**src/rtl/ysyx_25040111_trapseq_if.sv**
```systemverilog
// Bus bundle for the trap/CSR sequencer: request/response handshake, CSR-file
// port and a debug view of the sequencer state.
interface ysyx_25040111_trapseq_if;
  // A request transfers on a clock edge where req_valid and req_ready are both 1.
  // The requester holds its fields stable while req_valid=1 and req_ready=0.
  // resp_valid is a single-cycle pulse and has no backpressure.
  logic        req_valid;
  logic        req_ready;
  logic [2:0]  req_type;
  logic [31:0] req_pc;
  logic [11:0] req_csr;
  logic [31:0] req_src;

  logic        resp_valid;
  logic [31:0] resp_rdata;
  logic        resp_redirect;
  logic [31:0] resp_target;
  logic        resp_illegal;

  logic        csr_ren;
  logic [11:0] csr_raddr;
  logic [31:0] csr_rdata;
  logic        csr_wen;
  logic [11:0] csr_waddr;
  logic [31:0] csr_wdata;
  logic [3:0]  csr_jtype;

  logic [2:0]  dbg_state;

  modport slave (
    input  req_valid, req_type, req_pc, req_csr, req_src, csr_rdata,
    output req_ready, resp_valid, resp_rdata, resp_redirect, resp_target,
           resp_illegal, csr_ren, csr_raddr, csr_wen, csr_waddr, csr_wdata,
           csr_jtype, dbg_state
  );

  modport master (
    output req_valid, req_type, req_pc, req_csr, req_src, csr_rdata,
    input  req_ready, resp_valid, resp_rdata, resp_redirect, resp_target,
           resp_illegal, csr_ren, csr_raddr, csr_wen, csr_waddr, csr_wdata,
           csr_jtype, dbg_state
  );
endinterface

```
**src/rtl/ysyx_25040111_trapseq.sv**
```systemverilog
// Trap/CSR sequencer: steps CSRRW/CSRRS/CSRRC, ECALL and MRET through the CSR file.
// Define YSYX_25040111_TRAPSEQ_ALIGN_EN to clear resp_target[1:0] on redirects.
module ysyx_25040111_trapseq (
  input  logic                        clock,
  input  logic                        reset,
  ysyx_25040111_trapseq_if.slave      bus
);

  typedef enum logic [2:0] {
    S_IDLE  = 3'd0,
    S_RD    = 3'd1,
    S_WR    = 3'd2,
    S_EPC   = 3'd3,
    S_CAUSE = 3'd4,
    S_RESP  = 3'd5
  } state_e;

  localparam logic [2:0]  T_CSRRW = 3'd0;
  localparam logic [2:0]  T_CSRRS = 3'd1;
  localparam logic [2:0]  T_CSRRC = 3'd2;
  localparam logic [2:0]  T_ECALL = 3'd3;
  localparam logic [2:0]  T_MRET  = 3'd4;
  localparam logic [11:0] CSR_MTVEC = 12'h305;
  localparam logic [11:0] CSR_MEPC  = 12'h341;

  state_e      state_q, state_d;
  logic [2:0]  type_q, type_d;
  logic [31:0] pc_q, pc_d;
  logic [11:0] csr_q, csr_d;
  logic [31:0] src_q, src_d;
  logic [31:0] old_q, old_d;

  logic        req_ready;
  logic        resp_valid;
  logic [31:0] resp_rdata;
  logic        resp_redirect;
  logic [31:0] resp_target;
  logic        resp_illegal;
  logic        csr_ren;
  logic [11:0] csr_raddr;
  logic        csr_wen;
  logic [11:0] csr_waddr;
  logic [31:0] csr_wdata;
  logic [3:0]  csr_jtype;
  logic [31:0] redirect_target;
  logic        type_is_csr;

  assign type_is_csr = (type_q == T_CSRRW) || (type_q == T_CSRRS) || (type_q == T_CSRRC);

`ifdef YSYX_25040111_TRAPSEQ_ALIGN_EN
  assign redirect_target = {old_q[31:2], 2'b00};
`else
  assign redirect_target = old_q;
`endif

  always_ff @(posedge clock) begin
    if (reset) begin
      state_q <= S_IDLE;
      type_q  <= 3'd0;
      pc_q    <= 32'd0;
      csr_q   <= 12'd0;
      src_q   <= 32'd0;
      old_q   <= 32'd0;
    end else begin
      state_q <= state_d;
      type_q  <= type_d;
      pc_q    <= pc_d;
      csr_q   <= csr_d;
      src_q   <= src_d;
      old_q   <= old_d;
    end
  end

  always_comb begin
    state_d       = state_q;
    type_d        = type_q;
    pc_d          = pc_q;
    csr_d         = csr_q;
    src_d         = src_q;
    old_d         = old_q;
    req_ready     = 1'b0;
    resp_valid    = 1'b0;
    resp_rdata    = 32'd0;
    resp_redirect = 1'b0;
    resp_target   = 32'd0;
    resp_illegal  = 1'b0;
    csr_ren       = 1'b0;
    csr_raddr     = 12'd0;
    csr_wen       = 1'b0;
    csr_waddr     = 12'd0;
    csr_wdata     = 32'd0;
    csr_jtype     = 4'b0000;

    unique case (state_q)
      S_IDLE: begin
        req_ready = 1'b1;
        if (bus.req_valid) begin
          type_d  = bus.req_type;
          pc_d    = bus.req_pc;
          csr_d   = bus.req_csr;
          src_d   = bus.req_src;
          // Illegal types skip the CSR file entirely.
          state_d = (bus.req_type > T_MRET) ? S_RESP : S_RD;
        end
      end

      S_RD: begin
        csr_ren = 1'b1;
        if (type_q == T_ECALL)     csr_raddr = CSR_MTVEC;
        else if (type_q == T_MRET) csr_raddr = CSR_MEPC;
        else                       csr_raddr = csr_q;
        old_d = bus.csr_rdata;
        if (type_is_csr)           state_d = S_WR;
        else if (type_q == T_ECALL) state_d = S_EPC;
        else                       state_d = S_RESP;
      end

      S_WR: begin
        csr_waddr = csr_q;
        if (type_q == T_CSRRS)      csr_wdata = old_q | src_q;
        else if (type_q == T_CSRRC) csr_wdata = old_q & ~src_q;
        else                        csr_wdata = src_q;
        // Set/clear with a zero mask must not write (read-only CSRs stay untouched).
        csr_wen = (type_q == T_CSRRW) || (src_q != 32'd0);
        state_d = S_RESP;
      end

      S_EPC: begin
        csr_wen   = 1'b1;
        csr_waddr = CSR_MEPC;
        csr_wdata = pc_q;
        state_d   = S_CAUSE;
      end

      S_CAUSE: begin
        csr_jtype = 4'b0001;
        state_d   = S_RESP;
      end

      S_RESP: begin
        resp_valid = 1'b1;
        if (type_is_csr) begin
          resp_rdata = old_q;
        end else if ((type_q == T_ECALL) || (type_q == T_MRET)) begin
          resp_redirect = 1'b1;
          resp_target   = redirect_target;
        end else begin
          resp_illegal = 1'b1;
        end
        state_d = S_IDLE;
      end

      default: state_d = S_IDLE;
    endcase
  end

  assign bus.req_ready     = req_ready;
  assign bus.resp_valid    = resp_valid;
  assign bus.resp_rdata    = resp_rdata;
  assign bus.resp_redirect = resp_redirect;
  assign bus.resp_target   = resp_target;
  assign bus.resp_illegal  = resp_illegal;
  assign bus.csr_ren       = csr_ren;
  assign bus.csr_raddr     = csr_raddr;
  assign bus.csr_wen       = csr_wen;
  assign bus.csr_waddr     = csr_waddr;
  assign bus.csr_wdata     = csr_wdata;
  assign bus.csr_jtype     = csr_jtype;
  assign bus.dbg_state     = state_q;

endmodule

```
**src/flat_wrapper.sv**
```systemverilog
// flat-port wrapper written by rule: the top's interface ports become plain ports
module ysyx_25040111_trapseq_flat 
  (clock, reset, bus_req_valid, bus_req_type, bus_req_pc, bus_req_csr, bus_req_src, bus_csr_rdata, bus_req_ready, bus_resp_valid, bus_resp_rdata, bus_resp_redirect, bus_resp_target, bus_resp_illegal, bus_csr_ren, bus_csr_raddr, bus_csr_wen, bus_csr_waddr, bus_csr_wdata, bus_csr_jtype, bus_dbg_state);
  ysyx_25040111_trapseq_if bus_i ();
  input  logic clock;
  input  logic reset;
  input wire logic [$bits(bus_i.req_valid)-1:0] bus_req_valid;
  input wire logic [$bits(bus_i.req_type)-1:0] bus_req_type;
  input wire logic [$bits(bus_i.req_pc)-1:0] bus_req_pc;
  input wire logic [$bits(bus_i.req_csr)-1:0] bus_req_csr;
  input wire logic [$bits(bus_i.req_src)-1:0] bus_req_src;
  input wire logic [$bits(bus_i.csr_rdata)-1:0] bus_csr_rdata;
  output wire logic [$bits(bus_i.req_ready)-1:0] bus_req_ready;
  output wire logic [$bits(bus_i.resp_valid)-1:0] bus_resp_valid;
  output wire logic [$bits(bus_i.resp_rdata)-1:0] bus_resp_rdata;
  output wire logic [$bits(bus_i.resp_redirect)-1:0] bus_resp_redirect;
  output wire logic [$bits(bus_i.resp_target)-1:0] bus_resp_target;
  output wire logic [$bits(bus_i.resp_illegal)-1:0] bus_resp_illegal;
  output wire logic [$bits(bus_i.csr_ren)-1:0] bus_csr_ren;
  output wire logic [$bits(bus_i.csr_raddr)-1:0] bus_csr_raddr;
  output wire logic [$bits(bus_i.csr_wen)-1:0] bus_csr_wen;
  output wire logic [$bits(bus_i.csr_waddr)-1:0] bus_csr_waddr;
  output wire logic [$bits(bus_i.csr_wdata)-1:0] bus_csr_wdata;
  output wire logic [$bits(bus_i.csr_jtype)-1:0] bus_csr_jtype;
  output wire logic [$bits(bus_i.dbg_state)-1:0] bus_dbg_state;
  assign bus_i.req_valid = bus_req_valid;
  assign bus_i.req_type = bus_req_type;
  assign bus_i.req_pc = bus_req_pc;
  assign bus_i.req_csr = bus_req_csr;
  assign bus_i.req_src = bus_req_src;
  assign bus_i.csr_rdata = bus_csr_rdata;
  assign bus_req_ready = bus_i.req_ready;
  assign bus_resp_valid = bus_i.resp_valid;
  assign bus_resp_rdata = bus_i.resp_rdata;
  assign bus_resp_redirect = bus_i.resp_redirect;
  assign bus_resp_target = bus_i.resp_target;
  assign bus_resp_illegal = bus_i.resp_illegal;
  assign bus_csr_ren = bus_i.csr_ren;
  assign bus_csr_raddr = bus_i.csr_raddr;
  assign bus_csr_wen = bus_i.csr_wen;
  assign bus_csr_waddr = bus_i.csr_waddr;
  assign bus_csr_wdata = bus_i.csr_wdata;
  assign bus_csr_jtype = bus_i.csr_jtype;
  assign bus_dbg_state = bus_i.dbg_state;
  ysyx_25040111_trapseq u_core (.clock(clock), .reset(reset), .bus(bus_i));
endmodule
```
**config.mk**
```make
export PLATFORM = sky130hd
export DESIGN_NAME = ysyx_25040111_trapseq_flat
export DESIGN_NICKNAME = d
export VERILOG_FILES = /design/src/rtl/ysyx_25040111_trapseq_if.sv /design/src/rtl/ysyx_25040111_trapseq.sv /design/src/flat_wrapper.sv
export SDC_FILE = /design/constraint.sdc
export NUM_CORES = 1
export LEC_CHECK = 0
export ABC_CLOCK_PERIOD_IN_PS = 1500
export BUFFER_PORTS_ARGS = -buffer_cell sky130_fd_sc_hd__clkbuf_2
export CORE_UTILIZATION = 48
export CTS_CLUSTER_DIAMETER = 60
export DETAILED_ROUTE_END_ITERATION = 10
export PLACE_DENSITY_LB_ADDON = 0.15
export SLEW_MARGIN = 10
export SYNTH_ARGS = -nofsm -noshare
export SYNTH_HDL_FRONTEND = slang
export SYNTH_SLANG_ARGS = --single-unit
export TNS_END_PERCENT = 5
```
**constraint.sdc**
```tcl
create_clock -name clock -period 1.5 [get_ports clock]
set_input_delay 0.075 -clock clock [delete_from_list [all_inputs] [get_ports clock]]
set_output_delay 0.075 -clock clock [all_outputs]
set_load 0.1 [all_outputs]
```
==> results.py, run 1 <==
metrics = {
    "placed_design": {
        "dp_hpwl_um": 15900,
        "place_congestion": 0.836,
        "dp.cells": 1168,
        "io_buffer_count": 243,
    },
    "cts": {
        "clock_path_buffers": 2,
        "cts_setup_buffers": 3,
        "cts_resized": 66,
        "h-tree-depth": 4,
        "root_buffer": "clkbuf_16",
        "hold_buffers": 112,
        "clock-sinks": 114,
        "cts_buffers": 17,
    },
    "floorplan": {
        "ios": 247,
        "dieWidth_um": 110,
        "row_count": 39,
        "die_height_um": 110,
        "initial_core_util_pct": 49.2,
    },
    "synth": {
        "synthesis.area_mm2": 0.00561,
        "synth.top_cell.area_share_pct": 40.7,
        "yosys_warnings": 0,
        "synthFlopType": "dfxtp_1",
        "synthArstFlopShare_pct": 0,
        "yosys.cell_types.count": 38,
        "synth_area_leaders": "dfxtp_1 (41%), nand2_1 (17%), a21oi_1 (10%)",
        "avgSynthCellArea_um2": 7.15,
        "yosys_register_bits": 114,
        "synthCells": 785,
        "yosysTopAreaCell": "dfxtp_1",
        "ys_seq_area_share_pct": 40.7,
        "synth_edf_count": 0,
    },
    "outcome": {
        "status": "did not finish",
        "firstError": "[ERROR DPL-0038] Utilization greater than 100%, impossible to legalize",
        "stop_stage": "4_1_cts",
    },
}
-- synth_stat cells (all sizes together) (8+ instances only) --
master  number
o21ai       36
clkbuf      38
and2        44
dfxtp      114
nor2b       33
nor2        13
a21oi      115
a22oi       32
buf         27
and3        40
nand2      258
nor4         8
-- kinds of logic after synthesis --
family                    share of synthesized area (%)
AOI/OAI and AO/OA                                  19.3
xor gates and xnor gates                          0.156
buffers and inverters                              5.93
DFF                                                40.7
muxes                                             0.201
other                                            0.0668
and+or+nand+nor                                    33.7
-- through the flow --
stage	area (µm²)	hold WS, ns	TNS [ns]	utilization (%)	setup slack [ns]
floorplan	6180	0.211	-84.88	-	-0.640
global placement	9790	0.299	-1.03	85.7	-0.158
detailed placement	9790	0.302	-2.93	85.7	-0.111
==> inputs of run 2 (changes only) <==
CORE_UTILIZATION = 40   (was 48)
CTS_CLUSTER_DIAMETER = default   (was 60)
==> run 2 against run 1 <==
The flow now finishes, with violations (negative setup slack). Synthesized area unchanged. Synthesized cell count unchanged.
==> results.py, run 2 <==
metrics = {
    "cells_and_area": {
        "reg_top3": "u_core.old_q: 32 flops, u_core.pc_q: 32 flops, u_core.src_q: 32 flops",
        "multi_input_area_mm2": 0.00393,
        "final_common_cell": "nand2_1",
        "synthToLayoutAreaGrowth_pct": 114,
        "utilization_pct": 89.4,
        "finalNetCount": 1281,
        "fillers": 617,
        "final_cell_mix": "nand2_1 (240), buf_12 (141), clkbuf_2 (114), dlygate4sd3_1 (112), dfxtp_1 (108)",
        "regArea_mm2": 0.00230,
        "final_layout_size_suffix_gt1_share_pct": 46.3,
    },
    "timing": {
        "worst_pin_slew_ns": 0.550,
        "fin_crit_ns": 2.02,
        "finalCritPeriodShare_pct": 135,
        "setup_viol": 125,
        "rsz0062_at_grt": "true",
        "relSlewSlack_pct": 63.5,
        "setup_tns_ns": -52.03,
        "fmax_ghz": 0.494,
        "drv_slew": 0,
        "layout_setup_ws_ns": -0.524,
        "fin_skew_ns": 0.00723,
        "hold_viol_final": 0,
    },
    "synth": {
        "muxShareOfSynthArea_pct": 0.201,
        "synth_adder_area_share_pct": 0,
        "synth_edf_count": 0,
        "yosysMostFrequentCell": "nand2_1",
        "synthesis.area_mm2": 0.00561,
        "synth_area_leaders": "dfxtp_1 (41%), nand2_1 (17%), a21oi_1 (10%)",
        "synth.top_cell.area_share_pct": 40.7,
        "synthCells": 785,
        "synth_commonest_cells": "nand2_1 (258), a21oi_1 (115), dfxtp_1 (114)",
        "yosysTopAreaCell": "dfxtp_1",
        "synth_compound_area_share_pct": 19.3,
        "synthArstFlopShare_pct": 0,
        "yosys_warnings": 0,
        "synth_xor_area_share_pct": 0.156,
        "synthSimpleGateAreaFrac_pct": 33.7,
        "yosys.cell_types.count": 38,
        "synthFlopType": "dfxtp_1",
        "synth_top_family_by_area": "simple AND/OR/NAND/NOR gates",
        "avgSynthCellArea_um2": 7.15,
        "yosys_register_bits": 114,
        "ys_seq_area_share_pct": 40.7,
    },
    "route": {
        "drtIter0Drc": 618,
        "drc": 0,
        "wl_per_cell_um": 20.1,
        "drtPass1Iterations": 5,
        "antenna_left": 0,
        "wirelength_um": 27200,
        "routed_via_density": 5.44,
        "vias": 7366,
    },
    "power": {
        "comb_power_share_pct": 34.3,
        "power.density_mw_per_mm2": 955,
        "switching_share_pct": 35.6,
        "pwr-share-seq_pct": 32.5,
        "internal_power_uw": 7400,
        "power.switching_uw": 4090,
        "peakVddDrop_mv": 0.899,
        "p_leak_uw": 0.00493,
        "p_clk_share_pct": 33.2,
    },
    "critical_path": {
        "path_cells": "nand3b_1 > nor3_2 > buf_12 > and2_1 > buf_12",
        "rrSetupSlack_ns": 0,
        "r2r-end": "u_core.pc_q[24]",
        "worst-path-buf-inv": 2,
        "path_common_cell": "buf_12",
        "max_stage_delay_ns": 0.33,
        "r2r-start": "u_core.bus.dbg_state[1]",
        "crit_path_end_kind": "output pin",
        "crit_path_start_kind": "flip-flop",
        "r2r_cells": 6,
        "arrival_ns": 1.95,
        "critPathRequiredTime_ns": 1.42,
        "crit_path_top_delay_cell": "dfxtp_4",
        "cp_top_family": "simple AND/OR/NAND/NOR gates",
        "path_class": "flip-flop to output pin",
        "cp_max_fo": 32,
    },
    "floorplan": {
        "die_height_um": 120,
        "die_area_mm2": 0.0145,
        "dieWidth_um": 120,
        "fp.coreArea_mm2": 0.0135,
        "initial_core_util_pct": 41.7,
        "ios": 247,
        "row_count": 42,
    },
    "placed_design": {
        "post-place-ws_ns": -0.116,
        "place_congestion": 0.786,
        "dp_hpwl_um": 15700,
        "io_buffer_count": 243,
    },
    "outcome": {
        "status": "finished with violations",
        "failed_checks": "negative setup slack",
    },
    "grt": {
        "first_global_vias": 7448,
        "global_route.usage.total_pct": 36.2,
        "antenna_found_initial": 1,
        "grt-ovfl-total": 0,
        "grt_pass1_wl_um": 40300,
        "grt_max_degree": 64,
    },
    "cts": {
        "clk_pin_slew_ns": 0.05,
        "root_buffer": "clkbuf_16",
        "h-tree-depth": 4,
        "clock_path_buffers": 2,
        "cts_tree": "yes",
        "insertion_delay_ns": 0.42,
        "clock-sinks": 114,
        "cts_buffers": 17,
    },
    "min_path": {
        "holdPathStages": 3,
        "min_from": "bus_req_valid",
        "hp-class": "input pin to flip-flop",
        "whs_endpoint": "u_core.bus.dbg_state[0]",
    },
    "run": {
        "drv_cap": 0,
    },
}
run 2: layout make-up:
type                    count  share of cell area, %
diodes                      1                 0.0208
clock buffers              26                   4.49
clock inverters             4                  0.166
inverters                   2                 0.0624
multi-input cells         606                   32.7
flip-flops and latches    114                   19.1
well taps                 176                   1.83
repair buffers            426                   41.6
run 2: through the flow:
stage	power, µW	instances	hold WS [ns]	cell area, µm²
final	11500	1355	0.0583	12000
after global routing	11800	1355	0.0734	12000
after CTS	11100	1351	0.0466	11800
after detailed placement	6940	1207	0.299	9860
after global placement	6880	1207	0.299	9860
after floorplan	5650	787	0.211	6180
run 2: tightest hold or removal path: stages:
cell and delay (ns):
clkbuf_2 0.12, o21ai_0 0.10, a21oi_1 0.14
run 2: timing repair:
item / CTS / global route
pin swaps: 27 / 15
gates cloned: 0 / 1
setup endpoints to repair: 139 / 205
hold buffers: 112 / 0
buffers inserted: 2 / 2
gates resized for setup: 70 / 44
hold endpoints to repair: 111 / 0
run 2: layer usage:
metal | up-vias | GRT usage, % | wire length, µm
li1 | 3381 | - | -
met1 | 3505 | 44.4 | 10700
met2 | 384 | 60.3 | 13500
met3 | 96 | 7.45 | 1830
met4 | 0 | 17.9 | 1180
met5 | - | 0 | 0
run 2: how the worst max path moves through the flow:
stage | from | end | slack, ns | cells past startpoint
2_1_floorplan | u_core.bus.dbg_state[1] | u_core.pc_q[0] | -0.64 | 7
3_3_place_gp | u_core.src_q[18] | bus_csr_wen | -0.1 | 6
3_5_place_dp | u_core.type_q[1] | bus_csr_raddr[10] | -0.12 | 6
4_1_cts | u_core.type_q[1] | bus_csr_raddr[10] | -0.49 | 6
5_1_grt | u_core.src_q[25] | bus_csr_wen | -0.58 | 7
6_report | u_core.bus.dbg_state[1] | bus_resp_rdata[0] | -0.52 | 5
run 2: kinds of logic after synthesis:
group	count (synthesis)
compound gates	194
mux	1
simple gates	407
xor+xnor	1
other cells	1
buf+inv	67
flops	114
run 2: power groups by stage:
| stage | Combinational (µW) | Clock [µW] | Sequential [µW] |
|---|---|---|---|
| after global placement | 3200 | 0 | 3680 |
| after detailed placement | 3250 | 0 | 3690 |
| final | 3950 | 3820 | 3730 |
| after floorplan | 1960 | 0 | 3700 |
| after global routing | 4140 | 3960 | 3750 |
| after CTS | 3640 | 3800 | 3670 |
Power figures use the tool's default switching activity.
==> inputs of run 3 (changes only) <==
ABC_AREA = 1   (was default)
==> run 3 against run 2 <==
The run ends with design-rule violations, negative setup slack left. Global-route usage decreased by 1.1 points. Sequential power grew 2%. Die area is 8.2% higher. Design area rose by 9.3%. Critical path type unchanged. Critical endpoint is now bus_csr_wdata[5]. Highest routed layer unchanged.
==> results.py, run 3 <==
metrics = {
    "synth": {
        "synthCells": 960,
        "synthesis.area_mm2": 0.00608,
        "avgSynthCellArea_um2": 6.33,
        "synth_edf_count": 0,
        "ys_seq_area_share_pct": 37.5,
        "yosys_register_bits": 114,
        "yosysTopAreaCell": "dfxtp_1",
        "synth_area_leaders": "dfxtp_1 (38%), nand2_1 (12%), a21oi_1 (12%)",
        "yosys.cell_types.count": 23,
        "yosys_warnings": 0,
        "synth_commonest_cells": "nand2_1 (195), a21oi_1 (145), inv_1 (124)",
        "synthArstFlopShare_pct": 0,
        "synthFlopType": "dfxtp_1",
        "yosysMostFrequentCell": "nand2_1",
        "synth.top_cell.area_share_pct": 37.5,
    },
    "placed_design": {
        "dp_hpwl_um": 16400,
        "place_congestion": 0.894,
        "dp.cells": 1357,
        "io_buffer_count": 243,
        "placed_cell_area_mm2": 0.0105,
    },
    "cells_and_area": {
        "final_common_cell": "nand2_1",
        "final_cell_mix": "nand2_1 (160), buf_12 (146), a21oi_1 (130), clkbuf_2 (113), inv_1 (112)",
        "final_layout_size_suffix_gt1_share_pct": 42.4,
        "utilization_pct": 89.5,
        "synthToLayoutAreaGrowth_pct": 116,
        "reg_top3": "u_core.old_q: 32 flops, u_core.pc_q: 32 flops, u_core.src_q: 32 flops",
        "antenna_cells": 0,
        "stdcell_count": 1520,
        "finalNetCount": 1437,
        "final_area_mm2": 0.0132,
    },
    "timing": {
        "setup_viol": 137,
        "layout_setup_ws_ns": -0.427,
        "fmax_ghz": 0.519,
        "setup_tns_ns": -39.73,
        "worst_pin_slew_ns": 0.623,
        "drv_slew": 0,
        "rsz0062_at_grt": "true",
        "finalCritPeriodShare_pct": 128,
        "fin_skew_ns": 0.0128,
        "relSlewSlack_pct": 58.5,
        "fin_crit_ns": 1.93,
        "hold_viol_final": 0,
    },
    "critical_path": {
        "crit_path_end_kind": "output pin",
        "crit_path_start_kind": "flip-flop",
        "path_class": "flip-flop to output pin",
        "critPathRequiredTime_ns": 1.42,
        "arrival_ns": 1.85,
        "crit_path_end": "bus_csr_wdata[5]",
        "r2r-end": "u_core.pc_q[17]",
        "r2r-start": "u_core.bus.dbg_state[0]",
        "r2r_cells": 6,
        "cp_max_fo": 11,
        "crit_start": "u_core.bus.dbg_state[2]",
        "rrSetupSlack_ns": -0.07,
    },
    "grt": {
        "antenna_found_initial": 0,
        "global_route.usage.total_pct": 35.2,
        "grt-ovfl-total": 0,
        "grt_pass1_wl_um": 43100,
        "grt_max_degree": 68,
        "first_global_vias": 8158,
    },
    "cts": {
        "insertion_delay_ns": 0.43,
        "clk_pin_slew_ns": 0.05,
        "cts_buffers": 17,
        "cts_tree": "yes",
        "clock-sinks": 114,
        "clock_path_buffers": 2,
        "root_buffer": "clkbuf_16",
        "h-tree-depth": 4,
    },
    "floorplan": {
        "ios": 247,
        "dieWidth_um": 125,
        "die_area_mm2": 0.0157,
        "fp.coreArea_mm2": 0.0147,
        "row_count": 44,
        "initial_core_util_pct": 41.4,
        "die_height_um": 125,
    },
    "power": {
        "peakVddDrop_mv": 0.987,
        "power.density_mw_per_mm2": 1040,
        "p_leak_uw": 0.00537,
        "total_power_uw": 13700,
    },
    "route": {
        "wirelength_um": 32400,
        "drtIter0Drc": 1023,
        "drtPass1Iterations": 10,
        "drc": 20,
        "vias": 8804,
        "wl_per_cell_um": 21.3,
        "routed_via_density": 5.79,
        "antenna_left": 0,
    },
    "outcome": {
        "status": "finished with violations",
        "failed_checks": "design-rule violations, negative setup slack",
    },
    "run": {
        "drv_cap": 0,
    },
    "min_path": {
        "hp-class": "input pin to flip-flop",
    },
}
==> run 3: cell count changes after synthesis, moves of 40 or more <==
cell     delta
inv_1     +123
nand3_1   +118
nand2_1    -63
nor3_1     +48
nor2_1     +46
and2_1     -43
and3_1     -40
==> run 3: repair_timing <==
action / CTS / global route
setup endpoints to repair: 126 / 133
cloned: 4 / 7
endpoints found under the hold margin: 108 / 0
pin swaps: 19 / 41
hold buffers: 108 / 0
setup buffers: 5 / 10
resized for setup: 65 / 103
==> run 3: worst min path at each step <==
stage,startpoint,endpoint,cells after the start
2_1_floorplan,bus_req_csr[0],u_core.csr_q[0],2
4_1_cts,bus_csr_rdata[31],u_core.old_q[31],3
3_5_place_dp,bus_req_csr[5],u_core.csr_q[5],3
5_1_grt,bus_csr_rdata[12],u_core.old_q[12],3
3_3_place_gp,bus_req_csr[9],u_core.csr_q[9],3
6_report,bus_csr_rdata[12],u_core.old_q[12],3
==> run 3: report_power, final <==
group | internal, µW | switching [µW]
Clock | 2410 | 1480
Sequential | 3490 | 329
Combinational | 2040 | 3940
==> run 3: metrics by stage <==
step | hold WS, ns | setup WS [ns]
floorplan | 0.239 | -0.682
global route | 0.0250 | -0.476
finish | 0.00378 | -0.427
detailed placement | 0.333 | 0.0178
global placement | 0.330 | 0.0568
CTS | 0.000163 | -0.388
==> run 3: worst max-delay path, stage by stage (launching register included) <==
cell,delay (ns)
dfxtp_4,0.39
inv_6,0.10
nand3_4,0.10
buf_4,0.21
a21oi_1,0.23
nand2_2,0.09
o21ai_2,0.09
buf_12,0.20
==> run 3: logic make-up after synthesis <==
| kind of cell | Yosys count | synth area share [%] |
|---|---|---|
| simple gates | 425 | 30.1 |
| flops | 114 | 37.5 |
| buf+inv | 200 | 14.1 |
| other cells | 1 | 0.0617 |
| compound gates | 220 | 18.2 |
==> run 3: layout make-up <==
| type | instances | area [µm²] |
|---|---|---|
| multi-input combinational | 648 | 4390 |
| clock inverter | 4 | 20.0 |
| inverter | 126 | 510 |
| clock buffer | 28 | 537 |
| fill | 657 | 1540 |
| timing repair buffer | 416 | 5170 |
| tap | 184 | 230 |
| sequential | 114 | 2300 |
==> run 3: routing by layer <==
layer  vias to the layer above  part of all wire, %  GRT usage [%]
li1                       3844                    -              -
met1                      4139                   35           42.3
met2                       664                   50           61.5
met3                       157                  9.5           7.40
met4                         0                  5.3           13.6
met5                         -                    0              0
